--- config.mk ---
export PLATFORM = sky130hd
export DESIGN_NAME = hazard_ctrl
export DESIGN_NICKNAME = d
export VERILOG_FILES = /design/src/rtl/hazard_ctrl_pkg.sv /design/src/rtl/load_use_cmp.sv /design/src/rtl/hazard_ctrl.sv
export SDC_FILE = /design/constraint.sdc
export NUM_CORES = 1
export LEC_CHECK = 0
export ABC_AREA = 1
export BUFFER_PORTS_ARGS = -buffer_cell sky130_fd_sc_hd__buf_4
export CORE_MARGIN = 10
export CORE_UTILIZATION = 33
export DETAILED_ROUTE_END_ITERATION = 10
export GPL_ROUTABILITY_DRIVEN = 0
export GPL_TIMING_DRIVEN = 0
export PLACE_DENSITY = 0.65
export RECOVER_POWER = 50
export SLEW_MARGIN = 20
export SYNTH_ARGS = -nofsm -noshare
export SYNTH_HDL_FRONTEND = slang
export SYNTH_SLANG_ARGS = --single-unit
--- constraint.sdc ---
create_clock -name clk -period 1.5 [get_ports clk]
set_clock_uncertainty 0.2 [all_clocks]
set_input_delay 0.3 -clock clk [delete_from_list [all_inputs] [get_ports clk]]
set_output_delay 0.3 -clock clk [all_outputs]
set_load 0.005 [all_outputs]
--- src/rtl/hazard_ctrl_pkg.sv ---
// Shared control-word bit positions, widths and controller state encoding
// for the pipeline hazard/stall controller.
package pipe_ctrl_pkg;

  localparam int CTRL_W = 10;
  localparam int REG_W  = 5;

  localparam int CTRL_JUMP     = 9;
  localparam int CTRL_REGDST   = 8;
  localparam int CTRL_ALUSRC   = 7;
  localparam int CTRL_MEMTOREG = 6;
  localparam int CTRL_REGWRITE = 5;
  localparam int CTRL_MEMREAD  = 4;
  localparam int CTRL_MEMWRITE = 3;
  localparam int CTRL_BRANCH   = 2;
  localparam int CTRL_ALUOP_HI = 1;
  localparam int CTRL_ALUOP_LO = 0;

  typedef enum logic {
    RUN      = 1'b0,
    MEM_WAIT = 1'b1
  } state_t;

endpackage

--- src/rtl/load_use_cmp.sv ---
// Combinational load-use detector: the load in EX writes a register the ID
// instruction actually reads (register 0 never creates a hazard).
module load_use_cmp #(
  parameter int REG_W = 5
) (
  input  logic             ex_memread,
  input  logic [REG_W-1:0] ex_dest,
  input  logic [REG_W-1:0] rs_id,
  input  logic [REG_W-1:0] rt_id,
  input  logic             rs_used,
  input  logic             rt_used,
  output logic             lu
);

  logic rs_hit;
  logic rt_hit;

  assign rs_hit = rs_used && (ex_dest == rs_id);
  assign rt_hit = rt_used && (ex_dest == rt_id);
  assign lu     = ex_memread && (ex_dest != '0) && (rs_hit || rt_hit);

endmodule

--- src/rtl/hazard_ctrl.sv ---
// Pipeline hazard/stall controller: stage enables, flush and bubble are combinational.
// Optional HAZARD_STATS_EN adds stall/flush/freeze event counters.
module hazard_ctrl #(
  parameter int REG_W    = 5,
  parameter int CTRL_W   = 10,
  parameter int MAX_WAIT = 15
) (
  input  logic              clk,
  input  logic              reset,
  input  logic [CTRL_W-1:0] ctrl_id,
  input  logic [REG_W-1:0]  rs_id,
  input  logic [REG_W-1:0]  rt_id,
  input  logic              rs_used,
  input  logic              rt_used,
  input  logic              branch_taken_ex,
  input  logic              dmem_req,
  input  logic              dmem_ready,
  output logic [CTRL_W-1:0] ctrl_ex,
  output logic              pc_we,
  output logic              ifid_we,
  output logic              idex_we,
  output logic              exmem_we,
  output logic              memwb_we,
  output logic              ifid_flush,
  output logic              bubble,
  output logic              mem_timeout
`ifdef HAZARD_STATS_EN
  ,
  output logic [31:0]       stall_cnt,
  output logic [31:0]       flush_cnt,
  output logic [31:0]       freeze_cnt
`endif
);

  import pipe_ctrl_pkg::*;

  localparam int CNT_W = $clog2(MAX_WAIT + 1);
  localparam logic [CNT_W-1:0] WAIT_MAX = CNT_W'(MAX_WAIT);

  state_t           state;
  state_t           state_nxt;
  logic [CNT_W-1:0] wait_cnt;
  logic             ex_memread;
  logic [REG_W-1:0] ex_dest;
  logic             freeze;
  logic             lu;
  logic             stall_act;
  logic             flush_act;

  assign freeze = dmem_req && !dmem_ready;

  load_use_cmp #(
    .REG_W (REG_W)
  ) u_lu (
    .ex_memread (ex_memread),
    .ex_dest    (ex_dest),
    .rs_id      (rs_id),
    .rt_id      (rt_id),
    .rs_used    (rs_used),
    .rt_used    (rt_used),
    .lu         (lu)
  );

  // Priority chain; a hazard seen under freeze is not acted on and gets re-evaluated.
  always_comb begin
    pc_we      = 1'b1;
    ifid_we    = 1'b1;
    idex_we    = 1'b1;
    exmem_we   = 1'b1;
    memwb_we   = 1'b1;
    ifid_flush = 1'b0;
    bubble     = 1'b0;
    stall_act  = 1'b0;
    flush_act  = 1'b0;
    if (reset) begin
      pc_we      = 1'b0;
      ifid_we    = 1'b0;
      idex_we    = 1'b0;
      exmem_we   = 1'b0;
      memwb_we   = 1'b0;
      ifid_flush = 1'b1;
      bubble     = 1'b1;
    end else if (freeze) begin
      pc_we      = 1'b0;
      ifid_we    = 1'b0;
      idex_we    = 1'b0;
      exmem_we   = 1'b0;
      memwb_we   = 1'b0;
    end else if (branch_taken_ex) begin
      ifid_flush = 1'b1;
      bubble     = 1'b1;
      flush_act  = 1'b1;
    end else if (lu) begin
      pc_we      = 1'b0;
      ifid_we    = 1'b0;
      bubble     = 1'b1;
      stall_act  = 1'b1;
    end else if (ctrl_id[CTRL_JUMP]) begin
      ifid_flush = 1'b1;
      flush_act  = 1'b1;
    end
    ctrl_ex = bubble ? '0 : ctrl_id;
  end

  always_comb begin
    state_nxt = state;
    case (state)
      RUN:      if (freeze)     state_nxt = MEM_WAIT;
      MEM_WAIT: if (dmem_ready) state_nxt = RUN;
      default:                  state_nxt = RUN;
    endcase
  end

  always_ff @(posedge clk) begin
    if (reset) begin
      state       <= RUN;
      ex_memread  <= 1'b0;
      ex_dest     <= '0;
      wait_cnt    <= '0;
      mem_timeout <= 1'b0;
    end else begin
      state <= state_nxt;
      if (idex_we) begin
        ex_memread <= ctrl_ex[CTRL_MEMREAD];
        ex_dest    <= rt_id;
      end
      if (state == RUN && state_nxt == MEM_WAIT) begin
        wait_cnt <= '0;
      end else if (state == MEM_WAIT && wait_cnt != WAIT_MAX) begin
        wait_cnt <= wait_cnt + 1'b1;
      end
      if (state == MEM_WAIT && wait_cnt == WAIT_MAX) begin
        mem_timeout <= 1'b1;
      end
    end
  end

`ifdef HAZARD_STATS_EN
  always_ff @(posedge clk) begin
    if (reset) begin
      stall_cnt  <= '0;
      flush_cnt  <= '0;
      freeze_cnt <= '0;
    end else begin
      if (stall_act) stall_cnt  <= stall_cnt + 32'd1;
      if (flush_act) flush_cnt  <= flush_cnt + 32'd1;
      if (freeze)    freeze_cnt <= freeze_cnt + 32'd1;
    end
  end
`endif

endmodule

==> flow_metrics.py, run 1 <==
metrics = {
    "critical_path": {
        "cp_cell_sequence": "inv_2 -> nand4_1 -> o21ai_1 -> inv_1 -> nand2_2 -> nand2_2 -> nand2_4 -> nand2_8 -> nor2_2 -> buf_4",
        "crit_arrival_ns": 1.59,
        "worstRegToRegCells": 10,
        "cp-endpoint": "ctrl_ex[7]",
        "rrSetupSlack_ns": -0.12,
        "r2r_end": "ex_memread",
        "path_max_fanout": 5,
        "critPathLaunchType": "register",
        "cp_slowest_cell": "dfxtp_2",
        "cp-end-kind": "output port",
        "crit_top_cell": "nand2_2",
        "critPathMaxStageDelay_ns": 0.33,
        "critPathRequiredTime_ns": 1.00,
        "r2r-start": "ex_dest[3]",
        "path_class": "reg -> out",
        "startpoint": "ex_dest[3]",
    },
    "timing": {
        "finalSetupViolations": 15,
        "fin_crit_sh": 1.39,
        "relSlewSlack": 0.713,
        "rsz0062_at_grt": "true",
        "layout_setup_ws_ns": -0.592,
        "drv_slew": 0,
        "finalSetupTns_ns": -7.73,
        "timing.fmax_mhz": 478,
        "period_minus_slack_ns": 2.09,
        "hold_viol_final": 0,
        "worst_hold_slack_ns": 0.0259,
        "worstMarginPinSlew_ns": 0.431,
    },
    "route": {
        "viasPerCell": 4.43,
        "ant_nets": 0,
        "post_drt_wl_per_cell_um": 12.1,
        "drc": 0,
        "drt_wl_total_mm": 2.75,
        "drt_iter0_drc": 37,
        "vias": 1006,
        "dr.pass1.iters": 4,
    },
    "clock_tree": {
        "cts_tree": "built",
        "clkTransAtPathRegs_ns": 0.08,
        "clockBufferDepth": 2,
        "htreeDepth": 1,
        "ctsRootBufferMaster": "clkbuf_4",
        "clock_latency_ns": 0.27,
        "cts_made_buffers": 3,
        "clkSinkCount": 12,
    },
    "run_status": {
        "violations": "setup timing",
        "status": "finished with violations",
    },
    "synthesis": {
        "seq_area_frac_synth": 0.277,
        "synthCells": 144,
        "syn_nets": 172,
        "synth_cell_types": 20,
        "syn-cell-area_um2": 868,
        "ys_ff_latch": 12,
        "syn_avg_cell_area_um2": 6.03,
        "yosys_warnings": 0,
    },
    "final_layout": {
        "stdcell_count": 227,
        "insertedDiodeCount": 0,
        "fin_nets": 226,
        "drive_gt1_frac": 0.452,
        "syn_to_final_growth_pct": 58.8,
        "fillCellCount": 250,
    },
    "place": {
        "place_hpwl_mm": 2.18,
        "place_inst": 218,
        "io_buffers": 44,
    },
    "grt": {
        "antenna_found_initial": 0,
        "grt_first_pass_wirelength_mm": 4.35,
        "gr-total-overflow": 0,
        "grt_pass1_vias": 966,
        "grt_usage": 0.101,
        "grt_max_degree": 11,
    },
    "power": {
        "clock_power_share": 0.288,
        "powerDensity_mw_per_mm2": 638,
        "switching_power_uw": 255,
        "p_int_uw": 625,
        "total_power_uw": 880,
        "pwr-share-comb": 0.315,
        "power_leakage_nw": 0.762,
        "ir_worst_vdd_mv": 0.704,
        "seq_power_share": 0.397,
        "swShare": 0.290,
    },
    "min_path": {
        "hold_class": "in -> reg",
        "hold_depth": 2,
    },
    "floorplanning": {
        "die_w_um": 71.3,
        "dieArea_mm2": 0.00508,
        "rows": 18,
        "io_pins": 45,
        "die-height_um": 71.3,
        "coreArea_mm2": 0.00250,
        "start_util": 0.347,
    },
    "run": {
        "drv_cap": 0,
    },
}
-- power by group through the flow --
| stage | logic [mW] | registers [mW] | clock network (mW) |
|---|---|---|---|
| 2_1_floorplan | 0.134 | 0.354 | 0 |
| 3_3_place_gp | 0.248 | 0.356 | 0 |
| 3_5_place_dp | 0.254 | 0.357 | 0 |
| 4_1_cts | 0.268 | 0.350 | 0.263 |
| 5_1_grt | 0.311 | 0.352 | 0.278 |
| 6_report | 0.277 | 0.349 | 0.253 |
-- worst min-delay path by stage --
stage,to,start
2_1_floorplan,state,reset
3_3_place_gp,wait_cnt[3],wait_cnt[3]
3_5_place_dp,mem_timeout,mem_timeout
4_1_cts,state,reset
5_1_grt,state,reset
6_report,state,reset
-- critical path: cells and delay by family, from the launching register on --
family	cells	cell delay, ns
compound gates	1	0.14
buf+inv	3	0.26
flops	1	0.33
simple gates	6	0.57
-- registers in the layout, summed over array words and instances (netlist names) --
name         count
wait_cnt         4
ex_dest          5
mem_timeout      1
ex_memread       1
state            1
-- through the flow --
step           cell area [µm²]   util  setup WS (ns)
3_3_place_gp              1250  0.501         -0.302
2_1_floorplan              885      -        -0.0294
3_5_place_dp              1250  0.501         -0.309
4_1_cts                   1340  0.536         -0.566
5_1_grt                   1380  0.552         -0.717
6_report                  1380  0.552         -0.592
-- placed cells by master, fill, tap and decap left out, drive strengths merged --
| master | count |
|---|---|
| dlygate4sd3 | 1 |
| clkbuf | 5 |
| a21oi | 11 |
| ha | 1 |
| nor2 | 20 |
| nand2 | 41 |
| inv | 33 |
| buf | 51 |
| o21ai | 13 |
| dfxtp | 12 |
| nand3 | 5 |
| nor3 | 3 |
| nand4 | 1 |
-- area by class of cell --
cell class / count / area [µm²] / share of cell area
Multi-Input combinational cell: 95 / 523 / 0.379
Sequential cell: 12 / 249 / 0.181
Tap cell: 30 / 37.5 / 0.0272
Timing Repair Buffer: 48 / 378 / 0.274
Buffer: 5 / 31.3 / 0.0227
Inverter: 33 / 124 / 0.0898
Clock buffer: 4 / 36.3 / 0.0263
-- Yosys cell counts --
cell / n / area (µm²)
a21oi_1: 10 / 50.1
a21oi_2: 1 / 8.76
buf_2: 2 / 10.0
buf_4: 3 / 22.5
dfxtp_1: 12 / 240
ha_1: 1 / 12.5
inv_1: 26 / 97.6
inv_2: 7 / 26.3
nand2_1: 35 / 131
nand2_2: 2 / 12.5
nand2_4: 2 / 22.5
nand2_8: 1 / 20.0
nand3_1: 4 / 20.0
nand3_2: 1 / 10.0
nand4_1: 1 / 6.26
nor2_1: 11 / 41.3
nor2_2: 9 / 56.3
nor3_1: 3 / 15.0
o21ai_0: 3 / 15.0
o21ai_1: 10 / 50.1
-- per-layer routing --
metal  track usage  routed length, µm  vias to the layer above
met5             0                  0                        -
met1         0.103                967                      437
met3        0.0386                177                        2
li1              -                  -                      546
met2         0.194               1590                       21
met4       0.00645                 22                        0
-- what timing repair did --
| item | CTS | global route |
|---|---|---|
| buffers inserted | 2 | 1 |
| gates cloned | 0 | 1 |
| endpoints found under the hold margin | 1 | 0 |
| gates resized for setup | 8 | 6 |
| endpoints found under the setup margin | 17 | 18 |
| pin swaps | 2 | 2 |
| hold buffers | 1 | 0 |
-- cells by family after synthesis --
| kind of cell | Yosys count | share of synthesized area |
|---|---|---|
| AOI/OAI and AO/OA | 24 | 0.143 |
| adders and majority gates | 1 | 0.0144 |
| buffers and inverters | 38 | 0.180 |
| DFF | 12 | 0.277 |
| and+or+nand+nor | 69 | 0.386 |
(Power assumes the default switching activity.)
==> inputs of run 2 (changes only) <==
--- a/config.mk
+++ b/config.mk
@@ -7,12 +7,14 @@
 export LEC_CHECK = 0
 export ABC_AREA = 1
 export BUFFER_PORTS_ARGS = -buffer_cell sky130_fd_sc_hd__buf_4
+export CELL_PAD_IN_SITES_DETAIL_PLACEMENT = 1
+export CELL_PAD_IN_SITES_GLOBAL_PLACEMENT = 2
 export CORE_MARGIN = 10
-export CORE_UTILIZATION = 33
+export CORE_UTILIZATION = 19
 export DETAILED_ROUTE_END_ITERATION = 10
 export GPL_ROUTABILITY_DRIVEN = 0
 export GPL_TIMING_DRIVEN = 0
-export PLACE_DENSITY = 0.65
+export PLACE_DENSITY = 0.75
 export RECOVER_POWER = 50
 export SLEW_MARGIN = 20
 export SYNTH_ARGS = -nofsm -noshare
==> run 2 against run 1 <==
Against the previous run:
- critical path type unchanged
- the flow still finishes with violations (setup timing)
- total power is 15% higher
- hold slack gained 0.0072 ns
- largest cell class unchanged
- clock-buffer cell count is the same
==> flow_metrics.py, run 2 (synthesis results as in run 1) <==
metrics = {
    "timing": {
        "layout_setup_ws_ns": -0.547,
        "finalSetupViolations": 14,
        "timing.fmax_mhz": 489,
        "rsz0062_at_grt": "true",
        "relSlewSlack": 0.829,
        "drv_slew": 0,
        "hold_viol_final": 0,
        "period_minus_slack_ns": 2.05,
        "worstMarginPinSlew_ns": 0.254,
        "fin_crit_sh": 1.36,
    },
    "final_layout": {
        "fin_nets": 225,
        "fillCellCount": 551,
        "regMostFlops": "ex_dest",
        "multi_input_area_um2": 542,
        "utilization": 0.337,
        "regArea_um2": 250,
        "insertedDiodeCount": 0,
        "syn_to_final_growth_pct": 70.0,
        "drive_gt1_frac": 0.480,
        "final_common_cell": "buf_4",
        "largest_registers": "ex_dest x5, wait_cnt x4",
        "final_cell_mix": "buf_4, nand2_1, inv_1, buf_6",
        "largest_reg_flops": 5,
    },
    "route": {
        "drt_iter0_drc": 6,
        "vias": 1032,
        "post_drt_wl_per_cell_um": 12.7,
        "dr.pass1.iters": 4,
        "viasPerCell": 4.16,
        "drc": 0,
        "drt_wl_total_mm": 3.15,
        "ant_nets": 0,
    },
    "power": {
        "ir_worst_vdd_mv": 0.570,
        "seq_power_share": 0.345,
        "total_power_mw": 1.01,
        "p_int_uw": 722,
        "powerDensity_mw_per_mm2": 687,
        "power_leakage_nw": 0.763,
        "switching_power_uw": 291,
        "clock_power_share": 0.357,
        "pwr-share-comb": 0.298,
        "swShare": 0.287,
    },
    "critical_path": {
        "r2r_end": "ex_memread",
        "crit_arrival_ns": 1.55,
        "rrSetupSlack_ns": 0.03,
        "startpoint": "ex_dest[4]",
        "critPathLaunchType": "register",
        "worstRegToRegCells": 11,
        "r2r-start": "ex_dest[4]",
        "critPathRequiredTime_ns": 1.00,
        "cp-end-kind": "output port",
        "path_class": "reg -> out",
        "path_max_fanout": 5,
    },
    "grt": {
        "grt_max_degree": 11,
        "grt_usage": 0.0804,
        "gr-total-overflow": 0,
        "grt_pass1_vias": 1099,
        "grt_first_pass_wirelength_mm": 4.91,
        "antenna_found_initial": 0,
    },
    "clock_tree": {
        "cts_tree": "built",
        "postCtsHoldBufs": 0,
        "cts_made_buffers": 3,
        "clock_latency_ns": 0.25,
        "clkTransAtPathRegs_ns": 0.06,
        "clockBufferDepth": 2,
        "htreeDepth": 1,
        "ctsRootBufferMaster": "clkbuf_8",
        "clkSinkCount": 12,
    },
    "floorplanning": {
        "die_w_um": 87.6,
        "io_pins": 45,
        "rows": 24,
        "coreArea_mm2": 0.00438,
        "start_util": 0.198,
        "dieArea_mm2": 0.00767,
        "die-height_um": 87.6,
    },
    "run_status": {
        "status": "finished with violations",
        "violations": "setup timing",
    },
    "place": {
        "dp_slack_ns": -0.405,
        "place_hpwl_mm": 2.62,
        "io_buffers": 44,
    },
    "min_path": {
        "hold_class": "in -> reg",
        "hold_depth": 2,
        "min_from": "dmem_ready",
        "hold_path_end": "state",
    },
    "run": {
        "drv_cap": 0,
    },
}
-- run 2: repair_timing --
| item | 4_1_cts | 5_1_grt |
|---|---|---|
| gates resized for setup | 7 | 23 |
| pin swaps | 1 | 5 |
| setup buffers | 1 | 2 |
| hold endpoints to repair | 0 | 0 |
| endpoints found under the setup margin | 17 | 19 |
| cloned | 1 | 0 |
-- run 2: power groups by stage --
stage | Clock (mW) | Sequential [mW] | Combinational (mW)
6_report | 0.362 | 0.350 | 0.302
5_1_grt | 0.393 | 0.352 | 0.335
4_1_cts | 0.378 | 0.350 | 0.283
3_5_place_dp | 0 | 0.357 | 0.265
3_3_place_gp | 0 | 0.357 | 0.255
2_1_floorplan | 0 | 0.354 | 0.134
-- run 2: area by class of cell --
class                   instances  area share
repair buffers                 47       0.267
flip-flops and latches         12       0.169
inverters                      33      0.0907
well taps                      52      0.0441
plain buffers                   5      0.0246
multi-input cells              95       0.367
clock buffers                   4      0.0373
-- run 2: how the worst max path moves through the flow --
stage / endpoint / slack [ns] / cells past startpoint
2_1_floorplan: pc_we / -0.03 / 10
3_3_place_gp: ctrl_ex[6] / -0.34 / 12
3_5_place_dp: pc_we / -0.41 / 12
4_1_cts: ctrl_ex[3] / -0.58 / 12
5_1_grt: ctrl_ex[8] / -0.69 / 12
6_report: ctrl_ex[8] / -0.55 / 12
-- run 2: critical path, cell delays in order, from the launching register on --
cell and delay, ns:
dfxtp_4 0.36, inv_2 0.04, nand2_1 0.05, nand2_1 0.04, nor2_1 0.11, nand3_1 0.07, nand2_1 0.09, nand2_2 0.08
nand2_2 0.08, nand2_4 0.10, nand2_8 0.12, nor2_2 0.04, buf_4 0.13
-- run 2: per-stage QoR --
| stage | std cells | hold WS (ns) | area [µm²] | TNS [ns] |
|---|---|---|---|---|
| floorplan | 144 | 0.177 | 885 | -0.236 |
| finish | 248 | 0.0331 | 1480 | -7.17 |
| CTS | 246 | 0.0221 | 1390 | -7.92 |
| detailed placement | 240 | 0.269 | 1280 | -5.38 |
| global placement | 240 | 0.243 | 1280 | -4.54 |
| global route | 248 | 0.0311 | 1480 | -9.39 |
-- run 2: layer usage --
layer,global-route usage,vias up,share of wire,routed length [µm]
met2,0.157,16,0.58,1840
li1,-,540,-,-
met3,0.0269,5,0.040,126
met1,0.0750,471,0.37,1150
met4,0.0275,0,0.010,32
met5,0,-,0,0
==> inputs of run 3 (changes only) <==
--- a/config.mk
+++ b/config.mk
@@ -11,9 +11,11 @@
 export CELL_PAD_IN_SITES_GLOBAL_PLACEMENT = 2
 export CORE_MARGIN = 10
 export CORE_UTILIZATION = 19
+export CTS_CLUSTER_SIZE = 30
 export DETAILED_ROUTE_END_ITERATION = 10
 export GPL_ROUTABILITY_DRIVEN = 0
 export GPL_TIMING_DRIVEN = 0
+export HOLD_SLACK_MARGIN = 0.06
 export PLACE_DENSITY = 0.75
 export RECOVER_POWER = 50
 export SLEW_MARGIN = 20
==> run 3 against run 2 <==
Against the previous run:
- the flow still finishes with violations (setup timing)
- non-clock buffer count is 2 higher
- register-to-register slack hardly changed
- utilization is 0.46 points higher
- die area stayed put
- wire length is 0.76% higher
- via count is 0.87% higher
- design area is 1.4% higher
- clock-buffer cell count stayed put
- critical path type unchanged
==> flow_metrics.py, run 3 (synthesis results as in run 1) <==
metrics = {
    "run_status": {
        "status": "finished with violations",
        "violations": "setup timing",
    },
    "final_layout": {
        "fin_nets": 227,
        "final_cell_mix": "buf_4, nand2_1, inv_1, buf_6",
        "final_common_cell": "buf_4",
        "fillCellCount": 551,
        "insertedDiodeCount": 0,
        "utilization": 0.341,
        "stdcell_count": 250,
        "largest_reg_flops": 5,
        "regMostFlops": "ex_dest",
        "drive_gt1_frac": 0.475,
        "syn_to_final_growth_pct": 72.3,
        "largest_registers": "ex_dest x5, wait_cnt x4",
    },
    "route": {
        "drc": 0,
        "post_drt_wl_per_cell_um": 12.7,
        "drt_wl_total_mm": 3.17,
        "ant_nets": 0,
        "viasPerCell": 4.16,
        "dr.pass1.iters": 4,
        "vias": 1041,
        "drt_iter0_drc": 7,
    },
    "clock_tree": {
        "cts_made_buffers": 3,
        "clkTransAtPathRegs_ns": 0.06,
        "htreeDepth": 1,
        "clock_latency_ns": 0.25,
        "clkSinkCount": 12,
        "ctsRootBufferMaster": "clkbuf_8",
        "clockBufferDepth": 2,
        "cts_tree": "built",
    },
    "critical_path": {
        "path_max_fanout": 5,
        "cp_cell_sequence": "inv_2 -> nand2_1 -> nand2_1 -> nor2_1 -> nand3_1 -> nand2_1 -> nand2_2 -> nand2_2 -> nand2_4 -> nand2_8 -> nor2_2 -> buf_4",
        "crit_arrival_ns": 1.55,
        "r2r-start": "ex_dest[4]",
        "startpoint": "ex_dest[4]",
        "cp-end-kind": "output port",
        "critPathRequiredTime_ns": 1.00,
        "path_class": "reg -> out",
        "crit_top_cell": "nand2_1",
        "critPathLaunchType": "register",
        "cp_slowest_cell": "dfxtp_4",
        "critPathMaxStageDelay_ns": 0.36,
    },
    "grt": {
        "grt_pass1_vias": 1104,
        "antenna_found_initial": 0,
        "grt_max_degree": 11,
        "grt_usage": 0.0806,
        "grt_first_pass_wirelength_mm": 4.93,
        "gr-total-overflow": 0,
    },
    "power": {
        "power_leakage_nw": 0.772,
        "total_power_mw": 1.02,
        "powerDensity_mw_per_mm2": 680,
        "ir_worst_vdd_mv": 0.570,
    },
    "floorplanning": {
        "die_w_um": 87.6,
        "rows": 24,
        "io_pins": 45,
        "die-height_um": 87.6,
        "start_util": 0.198,
        "coreArea_mm2": 0.00438,
        "dieArea_mm2": 0.00767,
    },
    "timing": {
        "rsz0062_at_grt": "true",
        "period_minus_slack_ns": 2.05,
        "drv_slew": 0,
        "timing.fmax_mhz": 489,
        "hold_viol_final": 0,
        "layout_setup_ws_ns": -0.547,
        "relSlewSlack": 0.829,
        "fin_crit_sh": 1.36,
        "worst_hold_slack_ns": 0.131,
        "finalSetupViolations": 14,
        "worstMarginPinSlew_ns": 0.254,
    },
    "run": {
        "drv_cap": 0,
    },
    "place": {
        "place_hpwl_mm": 2.62,
        "io_buffers": 44,
        "place_inst": 240,
    },
    "min_path": {
        "hold_class": "in -> reg",
        "min_from": "ctrl_id[4]",
    },
}
==> run 3: cell types whose count changed in the layout (fill, tap and decap cells not counted) <==
cell,previous run,this run
dlygate4sd3_1,0,2
==> run 3: layer usage <==
layer  vias to the layer above  global-route usage  part of all wire
met5                         -                   0                 0
met4                         0              0.0275             0.010
met3                         5              0.0269             0.039
met2                        16               0.157              0.59
met1                       474              0.0756              0.36
li1                        546                   -                 -
==> run 3: power by group <==
part	switching [mW]	leakage (nW)	internal (mW)
clock	0.129	0.0288	0.232
combinational	0.149	0.642	0.158
sequential	0.0136	0.101	0.336
==> run 3: worst max-delay path, delay by kind of cell, from the launching register on <==
kind	cells	cell delay (ns)
flops	1	0.36
simple gates	10	0.78
buf+inv	2	0.17
==> run 3: area by class of cell <==
cell class / instances / area (µm²) / share of cell area
buffer: 5 / 36.3 / 0.0242
timing repair buffer: 49 / 414 / 0.277
tap: 52 / 65.1 / 0.0435
inverter: 33 / 134 / 0.0895
clock buffer: 4 / 55.1 / 0.0368
sequential: 12 / 250 / 0.167
multi-input combinational: 95 / 542 / 0.362
==> run 3: final timing paths <==
kind / to / slack (ns) / cells past startpoint
worst max-delay path: ctrl_ex[8] / -0.55 / 12
worst min-delay path: ex_memread / 0.13 / 3
worst max register to register: ex_memread / 0.03 / 11
worst min register to register: mem_timeout / 0.28 / 2
==> run 3: timing repair <==
item / in CTS / in global routing
buffers inserted: 1 / 2
hold buffers: 2 / 0
setup endpoints to repair: 17 / 19
resized for setup: 7 / 23
pin swaps: 1 / 5
endpoints found under the hold margin: 1 / 0
cloned: 1 / 0
==> run 3: stage by stage <==
step / setup slack [ns] / setup TNS [ns] / area, µm²
2_1_floorplan: -0.0294 / -0.236 / 885
3_3_place_gp: -0.344 / -4.54 / 1280
5_1_grt: -0.693 / -9.39 / 1500
3_5_place_dp: -0.405 / -5.38 / 1280
6_report: -0.547 / -7.17 / 1500
4_1_cts: -0.578 / -7.91 / 1410
